<file path="src/rtl/sprite_bus_arbiter_if.sv">
// Sprite mux bus: per-channel request/last lines in, one-hot select and
// handshake status out. The arbiter takes the master modport.
interface sprite_bus_arbiter_if;
    logic [15:0] req;
    logic [15:0] last;
    logic        sink_ready;
    logic [15:0] select;
    logic        bus_valid;
    logic [15:0] beat_ack;
    logic [3:0]  owner;
    logic        busy;

    modport master (
        input  req, last, sink_ready,
        output select, bus_valid, beat_ack, owner, busy
    );

    modport slave (
        output req, last, sink_ready,
        input  select, bus_valid, beat_ack, owner, busy
    );
endinterface

</file>
<file path="src/rtl/sprite_bus_arbiter.sv">
// Round-robin arbiter for the 16-channel one-hot sprite mux. A grant always
// passes through IDLE, so select never jumps between two channels and the
// OR-based mux never sees two select bits at once.
module sprite_bus_arbiter #(
    parameter int MAX_BURST = 8,
    parameter int CNT_W     = $clog2(MAX_BURST + 1)
) (
    input  logic                 i_clk,
    input  logic                 i_reset,
    sprite_bus_arbiter_if.master bus
);
    localparam int              NUM_CH  = 16;
    localparam logic [0:0]      S_IDLE  = 1'b0;
    localparam logic [0:0]      S_GRANT = 1'b1;
    localparam logic [CNT_W-1:0] LP_MAX = CNT_W'(MAX_BURST);

    logic [0:0]       r_state;
    logic [15:0]      r_select;
    logic [3:0]       r_owner;
    logic [3:0]       r_rr_ptr;
    logic [CNT_W-1:0] r_beat_cnt;

    logic             w_grant;
    logic             w_req_own;
    logic             w_bus_valid;
    logic             w_accept;
    logic [CNT_W-1:0] w_cnt_nxt;
    logic             w_release;
    logic             w_found;
    logic [3:0]       w_win;

    // Owner-side handshake; an ack is suppressed while reset is asserted
    // so a burst cut by reset never reports a beat it did not finish.
    always_comb begin
        w_grant     = (r_state == S_GRANT);
        w_req_own   = bus.req[r_owner];
        w_bus_valid = w_grant & w_req_own;
        w_accept    = w_bus_valid & bus.sink_ready & ~i_reset;
        w_cnt_nxt   = r_beat_cnt + 1'b1;
        w_release   = w_grant & (~w_req_own |
                      (w_accept & (bus.last[r_owner] | (w_cnt_nxt == LP_MAX))));
    end

    // Round-robin search: first requesting channel at or above rr_ptr, wrapping.
    always_comb begin
        logic [3:0] v_idx;
        w_found = 1'b0;
        w_win   = 4'd0;
        v_idx   = 4'd0;
        for (int i = 0; i < NUM_CH; i++) begin
            v_idx = r_rr_ptr + 4'(i);
            if (!w_found && bus.req[v_idx]) begin
                w_found = 1'b1;
                w_win   = v_idx;
            end
        end
    end

    // Grant/release sequencing and beat counting.
    always_ff @(posedge i_clk) begin
        if (i_reset) begin
            r_state    <= S_IDLE;
            r_select   <= 16'd0;
            r_owner    <= 4'd0;
            r_rr_ptr   <= 4'd0;
            r_beat_cnt <= '0;
        end else begin
            case (r_state)
                S_IDLE: begin
                    if (w_found) begin
                        r_state    <= S_GRANT;
                        r_select   <= 16'd1 << w_win;
                        r_owner    <= w_win;
                        r_beat_cnt <= '0;
                    end
                end
                default: begin
                    if (w_release) begin
                        r_state  <= S_IDLE;
                        r_select <= 16'd0;
                        r_rr_ptr <= r_owner + 4'd1;
                    end
                    if (w_accept) r_beat_cnt <= w_cnt_nxt;
                end
            endcase
        end
    end

    // Registered grant drives the mux select directly; acks mirror it.
    always_comb begin
        bus.select    = r_select;
        bus.owner     = r_owner;
        bus.busy      = w_grant;
        bus.bus_valid = w_bus_valid;
        bus.beat_ack  = r_select & {16{w_accept}};
    end
endmodule

</file>
<file path="src/flat_wrapper.sv">
// flat-port wrapper written by rule: the top's interface ports become plain ports
module sprite_bus_arbiter_flat 
#(
    parameter int MAX_BURST = 8,
    parameter int CNT_W     = $clog2(MAX_BURST + 1)
)
  (i_clk, i_reset, bus_req, bus_last, bus_sink_ready, bus_select, bus_bus_valid, bus_beat_ack, bus_owner, bus_busy);
  sprite_bus_arbiter_if bus_i ();
  input  logic i_clk;
  input  logic i_reset;
  input wire logic [$bits(bus_i.req)-1:0] bus_req;
  input wire logic [$bits(bus_i.last)-1:0] bus_last;
  input wire logic [$bits(bus_i.sink_ready)-1:0] bus_sink_ready;
  output wire logic [$bits(bus_i.select)-1:0] bus_select;
  output wire logic [$bits(bus_i.bus_valid)-1:0] bus_bus_valid;
  output wire logic [$bits(bus_i.beat_ack)-1:0] bus_beat_ack;
  output wire logic [$bits(bus_i.owner)-1:0] bus_owner;
  output wire logic [$bits(bus_i.busy)-1:0] bus_busy;
  assign bus_i.req = bus_req;
  assign bus_i.last = bus_last;
  assign bus_i.sink_ready = bus_sink_ready;
  assign bus_select = bus_i.select;
  assign bus_bus_valid = bus_i.bus_valid;
  assign bus_beat_ack = bus_i.beat_ack;
  assign bus_owner = bus_i.owner;
  assign bus_busy = bus_i.busy;
  sprite_bus_arbiter #(.MAX_BURST(MAX_BURST), .CNT_W(CNT_W)) u_core (.i_clk(i_clk), .i_reset(i_reset), .bus(bus_i));
endmodule
</file>
<file path="config.mk">
export PLATFORM = sky130hd
export DESIGN_NAME = sprite_bus_arbiter_flat
export DESIGN_NICKNAME = d
export VERILOG_FILES = /design/src/rtl/sprite_bus_arbiter_if.sv /design/src/rtl/sprite_bus_arbiter.sv /design/src/flat_wrapper.sv
export SDC_FILE = /design/constraint.sdc
export NUM_CORES = 1
export LEC_CHECK = 0
export CELL_PAD_IN_SITES_DETAIL_PLACEMENT = 1
export CELL_PAD_IN_SITES_GLOBAL_PLACEMENT = 2
export CORE_MARGIN = 3
export CORE_UTILIZATION = 37
export CTS_BUF_LIST = sky130_fd_sc_hd__clkbuf_16
export DETAILED_ROUTE_END_ITERATION = 6
export PLACE_DENSITY_LB_ADDON = 0.1
export RECOVER_POWER = 100
export SLEW_MARGIN = 20
export SYNTH_ARGS = -nofsm -noshare
export SYNTH_HDL_FRONTEND = slang
export SYNTH_SLANG_ARGS = --single-unit
</file>
<file path="constraint.sdc">
create_clock -name i_clk -period 7 [get_ports i_clk]
set_clock_uncertainty 0.1 [all_clocks]
set_input_delay 2.1 -clock i_clk [delete_from_list [all_inputs] [get_ports i_clk]]
set_output_delay 2.1 -clock i_clk [all_outputs]
set_load 0.01 [all_outputs]
</file>
# Yosys cells after proc, flatten, opt, wreduce, memory -nomap -nowiden
# Cells that the tools add are included.
# word_totals
ff_bits	29
in_bits	35
output_inout_bits	38
word_cells	166
# classes
addsub	17
n_lt_le_gt_ge	17
n_eq_ne	3
shift	1
muxes	77
bitwise	11
n_reduce_logical	35
# op_table
operator	count
$lt 4x5->1 const B	17
$mux 4	19
$bmux 1 s4	18
$mux 16	3
$mux 1	37
$add 4x4->4 const B	8
$add 4x3->4 const B	4
$and 16x16->16	1
$shl 1x4->16 const A	1
$logic_and 1x1->1	15
$logic_not 1->1	15
$add 4x1->4 const B	3
$add 4x2->4 const B	2
$reduce_and 2->1	4
$and 1x1->1	5
$eq 4x4->1 const B	1
$ne 2x2->1 const B	2
$not 1->1	3
$or 1x1->1	2
$reduce_bool 2->1	1

# Logic depth before layout (Yosys ltp)
# Gate-level depths: netlist of run 1.
# logic_depth
depth_word	51
depth_mapped	19
depth_no_buf	12

# Least setup slack after synthesis of run 1
# Ideal clock, no wire load.
# synth_timing
path_kind	input-to-output
from	input bus_req[15]
to	output bus_beat_ack[0]
arrival_ns	3.891
required_ns	4.800
slack_ns	0.909
cell_stages	7
n_path_buf	2
path_cell_list	mux4_2 -> mux4_2 -> and2_1 -> and3b_1 -> clkbuf_1 -> clkbuf_1 -> and2_1
# synth_via
elab_chain_len	6
# synth_rtl
item	line_no	text
start: declaration	flat_wrapper.sv:11	input wire logic [$bits(bus_i.req)-1:0] bus_req;
$bmux 1 s4	sprite_bus_arbiter.sv:36	w_req_own = bus.req[r_owner];
$mux 1 (not written as such)	sprite_bus_arbiter.sv:36	
$and 1x1->1	sprite_bus_arbiter.sv:37	w_bus_valid = w_grant & w_req_own;
named net bus_bus_valid	flat_wrapper.sv:15	output wire logic [$bits(bus_i.bus_valid)-1:0] bus_bus_valid;
$and 1x1->1 (2 in a row)	sprite_bus_arbiter.sv:38	w_accept = w_bus_valid & bus.sink_ready & ~i_reset;
$and 16x16->16	sprite_bus_arbiter.sv:95	bus.beat_ack = r_select & {16{w_accept}};
end: declaration	flat_wrapper.sv:16	output wire logic [$bits(bus_i.beat_ack)-1:0] bus_beat_ack;
# The timed path passes the listed nets, and every way through them passes these cells. The select of a mux whose other input is x is not followed.

# Worst setup path after layout of run 1
# layout_timing
from	input bus_req[11]
to	output bus_beat_ack[3]
# layout_via
elab_chain_len	6
# layout_rtl
item	line_no
$bmux 1 s4	sprite_bus_arbiter.sv:36
$mux 1 (not written as such)	sprite_bus_arbiter.sv:36
$and 1x1->1	sprite_bus_arbiter.sv:37
$and 1x1->1 (2 in a row)	sprite_bus_arbiter.sv:38
$and 16x16->16	sprite_bus_arbiter.sv:95
# No other way between the ends. The select of a mux whose other input is x is not followed.

==> results.py, run 1 <==
metrics = {
    "outcome": {
        "run_status": "finished clean",
    },
    "route": {
        "wl_per_cell_um": 22.03,
        "detail_route.wirelength_mm": 14.67,
        "drt-vias-per-instance": 6.198,
        "first_iter_violations": 212,
        "first_pass_iters": 4,
        "route.detailed.drc": 0,
        "vias": 4128,
        "final_antenna_net_count": 0,
    },
    "global_routing": {
        "maximum_number_of_pins_on_one_net_before_global_route_repair": 38,
        "globalRouteTotalUtil_pct": 22.73,
        "grt_remaining_overflow": 0,
        "grt_first_pass_wirelength_mm": 23.56,
        "antenna_found_initial": 0,
        "first_global_vias": 4192,
    },
    "placed_design": {
        "hpwlAfterDp_mm": 11.31,
        "place.gp.congestion": 0.8818,
        "detailedPlace.worstSlack_ns": -0.001154,
        "total_of_buffers_placed_on_input_and_output_ports": 72,
    },
    "power_and_ir_drop": {
        "power_per_cell_area_nw_per_um2": 453.7,
        "peakVddDrop_mv": 0.1304,
        "leakagePower_nw": 2.073,
    },
    "setup_path": {
        "critical_path.cell_chain": "clkdlybuf4s50_1, mux4_2, mux4_2, and2_1, and3b_2, and2_1, clkdlybuf4s50_1",
        "critical_path_arrival_ns": 4.67,
        "worstRegToRegCells": 10,
        "start_kind": "primary input",
        "worst_setup_path_end_kind": "output pin",
        "crit_path_max_incr_delay_ns": 0.50,
        "r2r_setup_slack_ns": 1.64,
        "critical_path_class": "in -> out",
        "worst_r2r_endpoint": "u_core.bus.select[10]",
        "cp.required_ns": 4.80,
        "reg2reg_launch_point": "u_core.r_rr_ptr[1]",
        "worst-path-max-fanout": 17,
        "slowest_stage": "mux4_2",
    },
    "sta": {
        "worstMarginPinSlew_ns": 1.146,
        "final_period_minus_worst_setup_slack_ns": 6.874,
        "finalHoldViolCount": 0,
        "setup_slack_ns": 0.1264,
        "slew_viol_final": 0,
        "maxClockFrequency_mhz": 145.5,
        "grt_setup_unrepaired": "no",
        "period_share_pct": 98.19,
        "holdWs_ns": 0.3873,
        "maxSlewHeadroom_pct": 23.24,
        "timing.final.setup_violations": 0,
    },
    "worst_hold_path": {
        "hold-path-endpoint": "u_core.bus.select[0]",
        "holdCritPathClass": "reg -> reg",
        "hold_path_depth": 1,
        "min_from": "u_core.bus.select[0]",
    },
    "yosys": {
        "count_of_flip_flops_with_a_built_in_enable_after_synthesis": 0,
        "synth-async-reset-ratio_pct": 0,
        "yosysTopAreaCellShare_pct": 19.23,
        "ys_ff_latch": 29,
        "synth.cell_area_um2": 4333,
        "yosys.cell_types.count": 86,
        "synthFlopType": "dfxtp_1",
        "synth_area_leaders": "mux4_2 19%, dfxtp_1 13%, mux2i_1 8.5%",
        "mappedNetlistNets": 495,
        "synthDominantAreaCellType": "mux4_2",
        "synthesis.area_per_instance_um2": 9.607,
        "synth_cells": 451,
        "synth_warnings": 0,
        "yosysSeqAreaShare_pct": 13.40,
    },
    "floorplanning": {
        "start_util_pct": 38.95,
        "die_area_um2": 13050,
        "design.portCount": 73,
        "die_width_um": 114.2,
        "die_h_um": 114.2,
        "core.rowCount": 38,
        "core_um2": 11130,
    },
    "flow_run": {
        "max-cap-violations": 0,
    },
    "cts": {
        "path_clk_slew_ns": 0.05,
        "cts_inserted_buffers": 5,
        "cts-htree-levels": 2,
        "cts_hold_buffers": 0,
        "cts-root-to-sink-buffers": 2,
        "tritoncts_clock_tree": "yes",
        "tritoncts_num_sinks": 29,
        "cts.root.buffer_cell": "clkbuf_16",
        "clk_latency_ns": 0.27,
    },
    "layout": {
        "areaGrowthSynthToFinish_pct": 23.42,
        "layout.filler_cells": 1313,
        "drive_gt1_share_pct": 22.24,
        "antenna_cells_inserted": 0,
        "nets": 569,
    },
}
==> what timing repair did <==
action,CTS,global route
buffers inserted,0,0
resized for setup,1,8
endpoints found under the setup margin,3,8
cloned,0,0
==> critical path: cells and delay by family <==
kind	cells	cell delay [ns]
buf+inv	2	0.90
mux	2	0.99
simple gates	3	0.67
==> through the flow <==
stage,utilization [%],setup TNS [ns],cell area [um2],power (mW),cells
3_3_place_gp,46.94,0,5223,2.195,658
4_1_cts,48.19,0,5361,2.440,666
3_5_place_dp,46.94,-0.001617,5223,2.228,658
2_1_floorplan,-,0,4333,1.718,451
5_1_grt,48.07,0,5348,2.612,666
6_report,48.07,0,5348,2.426,666
==> flip-flops by register name, summed over array words and instances (netlist names) <==
register,count
u_core.bus.busy,1
u_core.bus.owner,4
u_core.r_rr_ptr,4
u_core.bus.select,16
u_core.r_beat_cnt,4
==> cell usage after synthesis, types with 6 or more instances <==
cell type,number
nor3_1,7
nand3_1,7
mux4_2,37
nor2b_1,6
ha_1,9
mux2i_1,37
nor2_1,33
and2_1,20
inv_1,10
a21oi_1,17
dfxtp_1,29
a22o_1,18
a221oi_1,6
o21ai_0,20
buf_2,14
mux2_2,21
clkbuf_1,7
nand2_1,29
==> per-layer routing <==
layer,share of wire (%),vias to the layer above,global-route usage [%]
met5,0,-,0
met2,48,127,37.12
met4,1.2,0,4.355
li1,-,1909,-
met1,46,2081,32.11
met3,5.1,11,3.488
==> cell families after synthesis <==
| group | Yosys count | share of synthesized area (%) |
|---|---|---|
| AOI/OAI and AO/OA | 118 | 20.24 |
| adders and majority gates | 9 | 2.599 |
| and+or+nand+nor | 138 | 18.11 |
| DFF | 29 | 13.40 |
| xor gates and xnor gates | 13 | 3.148 |
| buffers and inverters | 42 | 5.631 |
| muxes | 102 | 36.88 |
==> cells in the final DEF (no fill, tap or decap), types with 17 or more instances in the layout <==
master and n:
dlygate4sd3_1 22, nor2_1 33, clkdlybuf4s50_1 42, mux2_2 20, a21oi_1 17, o21ai_0 20
nand2_1 29, mux2i_1 37, dfxtp_1 28, a22o_1 18, mux4_2 37, buf_4 24
==> area by class of cell <==
| class | instances | area [um2] | area share (%) |
|---|---|---|---|
| Inverter | 11 | 41.29 | 0.7721 |
| Timing Repair Buffer | 98 | 920.9 | 17.22 |
| Clock inverter | 3 | 12.51 | 0.2340 |
| Sequential cell | 29 | 581.8 | 10.88 |
| Clock buffer | 5 | 125.1 | 2.340 |
| Multi-Input combinational cell | 380 | 3491 | 65.28 |
| Tap cell | 140 | 175.2 | 3.276 |
==> where the power goes <==
group / total (mW) / switching [mW] / internal [mW]
Combinational: 1.97 / 1.15 / 0.829
Clock: 0.198 / 0.0705 / 0.128
Sequential: 0.253 / 0.0503 / 0.203
==> how the worst max path moves through the flow <==
stage / slack (ns) / endpoint / start
2_1_floorplan: 0.91 / bus_beat_ack[0] / bus_req[15]
3_3_place_gp: 0.08 / bus_beat_ack[8] / bus_req[10]
3_5_place_dp: -0.001 / bus_beat_ack[12] / bus_req[11]
4_1_cts: 0.07 / bus_beat_ack[12] / bus_req[11]
5_1_grt: 0.003 / bus_beat_ack[11] / bus_req[11]
6_report: 0.13 / bus_beat_ack[3] / bus_req[11]
No activity file was read; power rests on OpenSTA's default activity.
==> inputs of run 2 (changes only) <==
TNS_END_PERCENT = 30   (was default)
==> results of run 2 <==
No change in the layout: final DEF, timing and power equal those of run 1.
